### src/rtl/instruction_loader_pkg.sv
// Shared types and frame constants for the instruction loader,
// its byte-lane assembler and any host-link model that drives it.
package instruction_loader_pkg;

  typedef logic [31:0] word;

  typedef enum logic [2:0] {
    S_LEN0,
    S_LEN1,
    S_DATA,
    S_CHECK,
    S_DONE,
    S_ERROR
  } load_state_t;

  localparam int HDR_BYTES      = 2;
  localparam int BYTES_PER_WORD = 4;

  localparam logic [1:0] LAST_LANE = 2'(BYTES_PER_WORD - 1);

endpackage

### src/rtl/instruction_loader_word_assembler.sv
// Collects four stream bytes into a little-endian word and
// pulses word_valid the cycle after the fourth byte lands.
module instruction_loader_word_assembler
  import instruction_loader_pkg::*;
(
  input  logic       clock,
  input  logic       reset,
  input  logic       en,
  input  logic [7:0] data,
  output logic       last,
  output word        word_out,
  output logic       word_valid
);

  logic [1:0]  byte_idx;
  logic [23:0] lanes;

  assign last = (byte_idx == LAST_LANE);

  always_ff @(posedge clock) begin
    if (reset) begin
      byte_idx   <= 2'd0;
      lanes      <= 24'd0;
      word_out   <= '0;
      word_valid <= 1'b0;
    end else begin
      word_valid <= en && last;
      if (en) begin
        byte_idx <= byte_idx + 2'd1;
        unique case (byte_idx)
          2'd0: lanes[7:0]   <= data;
          2'd1: lanes[15:8]  <= data;
          2'd2: lanes[23:16] <= data;
          2'd3: word_out     <= {data, lanes};
        endcase
      end
    end
  end

endmodule

### src/rtl/instruction_loader.sv
// Loads a framed byte stream into instruction memory and holds
// the core in reset until a checksummed frame has landed.
module instruction_loader
  import instruction_loader_pkg::*;
#(
  parameter int ADDR_WIDTH = 10
) (
  input  logic                  clock,
  input  logic                  reset,
  input  logic                  in_valid,
  input  logic [7:0]            in_data,
  output logic                  in_ready,
  output logic                  imem_we,
  output logic [ADDR_WIDTH-1:0] imem_addr,
  output word                   imem_wdata,
  output logic                  core_reset,
  output logic                  busy,
  output logic                  done,
  output logic                  error,
  output logic [ADDR_WIDTH:0]   words_loaded
);

  localparam int         MAX_WORDS = 2 ** ADDR_WIDTH;
  localparam logic [16:0] MAX_N    = 17'(MAX_WORDS);

  load_state_t state;
  logic [7:0]  len_lo;
  logic [15:0] n;
  logic [7:0]  checksum;
  logic        accept;
  logic        asm_en;
  logic        last;
  logic [15:0] n_in;
  logic [16:0] cnt_next;

  assign in_ready = (state == S_LEN0) || (state == S_LEN1)
                 || (state == S_DATA) || (state == S_CHECK);
  assign busy     = (state == S_LEN1) || (state == S_DATA)
                 || (state == S_CHECK);
  assign done     = (state == S_DONE);
  assign error    = (state == S_ERROR);

  assign accept   = in_valid && in_ready;
  assign asm_en   = accept && (state == S_DATA);
  assign n_in     = {in_data, len_lo};
  assign cnt_next = 17'(words_loaded) + 17'd1;

  instruction_loader_word_assembler u_asm (
    .clock      (clock),
    .reset      (reset),
    .en         (asm_en),
    .data       (in_data),
    .last       (last),
    .word_out   (imem_wdata),
    .word_valid (imem_we)
  );

  always_ff @(posedge clock) begin
    if (reset) begin
      state        <= S_LEN0;
      len_lo       <= 8'd0;
      n            <= 16'd0;
      checksum     <= 8'd0;
      words_loaded <= '0;
      imem_addr    <= '0;
      core_reset   <= 1'b1;
    end else begin
      core_reset <= (state != S_DONE);
      if (accept) begin
        unique case (state)
          S_LEN0: begin
            len_lo <= in_data;
            state  <= S_LEN1;
          end
          S_LEN1: begin
            n <= n_in;
            if ({1'b0, n_in} > MAX_N)
              state <= S_ERROR;
            else if (n_in == 16'd0)
              state <= S_CHECK;
            else
              state <= S_DATA;
          end
          S_DATA: begin
            checksum <= checksum ^ in_data;
            // address and count are set together so they line up with imem_we
            if (last) begin
              imem_addr    <= words_loaded[ADDR_WIDTH-1:0];
              words_loaded <= words_loaded
                            + {{ADDR_WIDTH{1'b0}}, 1'b1};
              if (cnt_next == {1'b0, n})
                state <= S_CHECK;
            end
          end
          S_CHECK: begin
            state <= (in_data == checksum) ? S_DONE : S_ERROR;
          end
          S_DONE, S_ERROR: begin
          end
        endcase
      end
    end
  end

endmodule

### config.mk
export PLATFORM = sky130hd
export DESIGN_NAME = instruction_loader
export DESIGN_NICKNAME = d
export VERILOG_FILES = /design/src/rtl/instruction_loader_pkg.sv /design/src/rtl/instruction_loader_word_assembler.sv /design/src/rtl/instruction_loader.sv
export SDC_FILE = /design/constraint.sdc
export NUM_CORES = 1
export LEC_CHECK = 0
export BUFFER_PORTS_ARGS = -buffer_cell sky130_fd_sc_hd__buf_4
export CAP_MARGIN = 20
export CORE_AREA = 5 5 97 99
export DETAILED_ROUTE_END_ITERATION = 8
export DIE_AREA = 0 0 102 104
export PLACE_DENSITY = 0.89
export SETUP_SLACK_MARGIN = 0.05
export SYNTH_ARGS = -nofsm -noshare
export SYNTH_HDL_FRONTEND = slang
export SYNTH_HIERARCHICAL = 1
export SYNTH_SLANG_ARGS = --single-unit
### constraint.sdc
create_clock -name clock -period 6.5 [get_ports clock]
set_input_delay 1.3 -clock clock [delete_from_list [all_inputs] [get_ports clock]]
set_output_delay 1.3 -clock clock [all_outputs]
set_load 0.01 [all_outputs]
Word-level counts from Yosys, hierarchy flattened:

Cells that the tools add are included.

* $add $sub $neg: 3
* reduce and logical (&&, ||, !) cells: 21
* bitwise logic cells: 1
* eq/ne operators: 13
* muxes and demuxes: 6
* $lt $le $gt $ge: 1

Operators by type and width (count)
* $eq 12x16->1: 1
* $gt 16x11->1 const B: 1
* $logic_not 16->1: 1
* $reduce_and 2->1: 7
* $add 11x1->12 const B: 1
* $pmux 3 s4: 1
* $add 11x1->11 const B: 1
* $mux 3: 3
* $eq 8x8->1: 1
* $xor 8x8->8: 1
* $eq 3x2->1 const B: 2
* $eq 3x3->1 const B: 2
* $logic_or 1x1->1: 5
* $eq 2x2->1 const B: 2
* $ne 2x1->1 const B: 2
* $reduce_and 4->1: 1
* $reduce_bool 4->1: 1
* $eq 3x1->1 const B: 1
* $logic_and 1x1->1: 3
* $logic_not 3->1: 1
* $ne 3x3->1 const B: 1
* $reduce_and 3->1: 1
* $add 2x1->2 const B: 1
* $eq 2x1->1 const B: 1
* other kinds (2): 3

* output and inout port bits: 59
* word-level logic and storage cells: 58
* flip-flop bits (word level): 116
* input bits: 11

Depth between registers and ports, before layout:

* depth in word-level cells: 7
* mapped depth: 9

Cells and area by module:

Netlist, hierarchy kept.

By module, submodules not included
* instruction_loader: seq. area each 1141.1 sq um, area an instance 2683.8 sq um, cells each 340, instances 1
* instruction_loader_word_assembler: seq. area each 1181.1 sq um, area an instance 2359.8 sq um, cells each 209, instances 1

Worst setup path after synthesis:

OpenSTA, ideal clock, no wires.

* path type: input -> register
* from: input port in_valid
* to: register words_loaded[9]
* path buffers: 1
* slack: 3.767 ns
* stages on the path: 8
* setup time: 0.127 ns
* arrival: 2.606 ns
* path through: nor2b_1 -> and3_1 -> clkbuf_1 -> nand2_1 -> nor2_1 -> nand2_1 -> xnor2_1 -> nor2b_1

* cells in the longest elaborated chain, start to end: 2

Ends and longest elaborated chain
* from (decl): line instruction_loader.sv:10 `input logic in_valid,`
* $logic_and 1x1->1: line instruction_loader.sv:43 `assign accept = in_valid && in_ready;`
* $reduce_and 3->1 (no source line)
* to (signal assigned): line instruction_loader.sv:89 `words_loaded <= words_loaded`
* to (decl): line instruction_loader.sv:20 `output logic [ADDR_WIDTH:0] words_loaded`

No other way between the ends.
A chain may end at the register's enable or synchronous reset.

Final worst setup path:

Ends and elaborated chain as after synthesis.

==> implementation parameters <==
Parameter                              Value

Run status
  Run status    complete, no violations

Critical path
  Arrival time of data at the critical path endpoint    approximately 3.4 ns
  Reg2reg end    state[1]$_SDFFE_PP0P_
  Max Fanout on Critical Path    17
  R2R Path Start    words_loaded[0]$_SDFFE_PP0P_
  WS Path Type    input pin to register
  Data required, critical path    6.86 ns
  Startpoint types    input pin
  Reg2reg path depth    7
  Kind of capture point of the worst setup path    register
  Flop2flop setup slack    3.44 ns

Timing
  Count of pins over their slew limit    0
  Max Fclk    326.8 MHz
  Clock skew after layout    about 0.014 ns
  RSZ-0062 raised after global routing    false
  Period utilisation layout    0.4707
  Worst slew pin tran    1.004 ns
  Minimum clock period    3.060 ns
  Final setup violating endpoints    0
  TNS Setup    0 ns
  Final hold violation count    0
  Worst slew slack as a fraction of its limit    0.3307

Global route
  Number of global-route vias before repair    4,222
  Pin count of the biggest net entering global routing    around 130
  Antenna violations before repair    0
  Total congestion overflow after global routing    0
  Global-route wire length before repair    21,200 um
  Tot GR Track Use    0.2515

Clock tree
  CTS H-tree depth    4
  Postcts setup bufs    0
  Root buffer selected by CTS    clkbuf_8
  Post_cts resized    0
  Clock transition at the registers of the reported paths    ~0.06 ns
  Sinks on the clock net    116
  TritonCTS clock tree    done
  Clock Tree Buf Depth    2
  Clock insertion delay at the later pin of the skew report    0.52 ns
  Clock buffer count from CTS    17
  Post-CTS Hold Buffers    0

Pwr
  Power density over the cells    289.8 mW/mm2
  Comb power frac    0.046
  Leakage component of the power    2.380 nW
  Sequential group share of total power    0.412
  Worst-case vdd ir drop    0.1831 mV
  Switching Share    0.2415
  Net load switching power    429.0 uW
  Clock Power Share    0.541
  Internal power    1.348 mW

Synthesis
  Count of cell types in the netlist    53
  Synth Instances    549
  Post-synth EDFFs    0
  Sequential-to-total area share from yosys stat    0.4604
  Flip-flop and latch count after synthesis    116
  Synthesis Warnings    6
  Mapped Nets    565
  Post-synth top flop    dfxtp_1
  Share of synthesized registers carrying an async set or reset    0
  Mean area per synthesized cell    about 9.2 um2
  Synthesized area    0.005044 mm2

Worst hold path
  Startpoint of the tightest hold check path    imem_addr[0]$_SDFFE_PP0P_
  Worst hold-check path type    register to register
  Hold Path Depth    2
  WHS Endpoint    imem_addr[0]$_SDFFE_PP0P_

Final layout
  Number of diodes    0
  Number of nets in the final layout    620
  Area growth from synthesis to layout    21.56%
  Number of cells in the finished layout apart from fillers    725
  Share of layout cells above drive strength 1    0.1880

Placed design
  Estimated wirelength of the detail-placed design    7778 um
  Total of buffers placed on input and output ports    69
  Count of placed standard cells including taps    693
  Routability congestion estimate from global placement    approximately 0.94

Die
  Top-Level Pins    70
  Vertical die dimension    104 um
  Floorplan die width    a little over 100 um
  Effective utilization at floorplan    0.5958
  Site Rows    34
  Core Footprint    0.008466 mm2
  Die Area    0.01061 mm2

Drt
  DRC Markers    0
  Detailed-routing iteration count for the pre-antenna-repair pass    5
  ANT nets after route    0
  Number of design-rule violations left by the first detailed-router iteration    282
  Number of vias per cell    5.708
  Wire per inst    17.77 um
  Detailed-route wire length    12,880 um
  Count of vias placed by the detailed router    4,138

Run
  Number of max-capacitance violations reported    0
## area by class of cell
type | instances | area (um2)
clock inverters | 15 | 196.4
clock buffers | 17 | 414.1
flip-flops and latches | 116 | 2322
repair buffers | 70 | 525.5
multi-input cells | 394 | 2519
inverters | 5 | 18.77
well taps | 108 | 135.1
fillers | 562 | 2335
## cell families after synthesis
kind of cell               count (synthesis)  share of synthesized area
AOI/OAI and AO/OA                         64                    0.07790
xor gates and xnor gates                  35                    0.06351
adders and majority gates                  5                    0.01240
buffers and inverters                     39                    0.04019
DFF                                      116                     0.4604
muxes                                     57                     0.1131
and+or+nand+nor                          233                     0.2325
## routing by layer
layer  share of wire  vias up  GRT usage
li1                -     1946          -
met1            0.41     1960     0.3148
met2            0.49      191     0.4085
met3           0.071       41    0.05366
met4           0.029        0     0.1162
met5               0        -          0
## synth_stat cells (all sizes together) (6+ instances only)
cell type | instances | area (um2)
xor2 | 19 | 166.4
buf | 13 | 105.1
nor4 | 6 | 37.54
nor3 | 9 | 45.04
nand2 | 93 | 351.6
dfxtp | 116 | 2322
nor2 | 27 | 101.4
clkbuf | 21 | 78.83
a21oi | 39 | 195.2
nand3 | 8 | 50.05
mux2i | 57 | 570.6
o21ai | 7 | 35.03
xnor2 | 15 | 131.4
nand2b | 66 | 412.9
## stage by stage
step | power, mW | area (um2) | util | hold WS (ns) | setup WS [ns]
final | 1.777 | 6131 | 0.7242 | 0.4602 | 3.440
after CTS | 1.778 | 6131 | 0.7242 | 0.4586 | 3.461
after global routing | 1.823 | 6131 | 0.7242 | 0.4894 | 3.232
after global placement | 0.8222 | 5520 | 0.6521 | 0.4419 | 3.160
after detailed placement | 0.8260 | 5520 | 0.6521 | 0.4504 | 2.999
after floorplan | 0.7985 | 5044 | - | 0.4360 | 3.767
## power groups by stage
stage | combinational (mW) | sequential (mW) | clock [mW]
2_1_floorplan | 0.0548 | 0.744 | 0
3_3_place_gp | 0.0760 | 0.746 | 0
3_5_place_dp | 0.0789 | 0.747 | 0
4_1_cts | 0.0808 | 0.732 | 0.965
5_1_grt | 0.0890 | 0.734 | 1.00
6_report | 0.0823 | 0.732 | 0.962
## critical path, stage by stage
cell and delay [ns]:
buf_4 0.09, nor2b_1 0.23, and3_1 0.62, nand2_1 0.47, nor2_1 0.33, nand2_1 0.11
xnor2_1 0.13, nor2b_1 0.14
## cell usage in the layout (no fill, tap or decap), types with 9 or more instances in the layout
cell | Yosys | layout
nand2b_1 | 66 | 66
mux2i_1 | 57 | 57
xor2_1 | 19 | 19
buf_4 | 5 | 70
a21oi_1 | 39 | 39
nor3_1 | 9 | 9
nor2_1 | 27 | 27
xnor2_1 | 15 | 15
clkbuf_16 | 0 | 16
dfxtp_1 | 116 | 116
nand2_1 | 92 | 92
## state kept, by name (all words and copies together), names as in the netlist, 3 cells and up
register / count
u_asm/word_out: 32
u_asm/lanes: 24
n: 16
words_loaded: 11
imem_addr: 10
checksum: 8
len_lo: 8
state: 3
## worst max-delay path by stage
| stage | from | endpoint | slack, ns |
|---|---|---|---|
| after detailed placement | in_valid | words_loaded[9]$_SDFFE_PP0P_ | 3.00 |
| final | in_valid | words_loaded[9]$_SDFFE_PP0P_ | 3.44 |
| after CTS | in_valid | words_loaded[9]$_SDFFE_PP0P_ | 3.46 |
| after global placement | in_valid | words_loaded[9]$_SDFFE_PP0P_ | 3.16 |
| after floorplan | in_valid | words_loaded[9]$_SDFFE_PP0P_ | 3.77 |
| after global routing | words_loaded[0]$_SDFFE_PP0P_ | state[0]$_SDFFE_PP0P_ | 3.23 |
No activity file was read; power rests on OpenSTA's default activity.
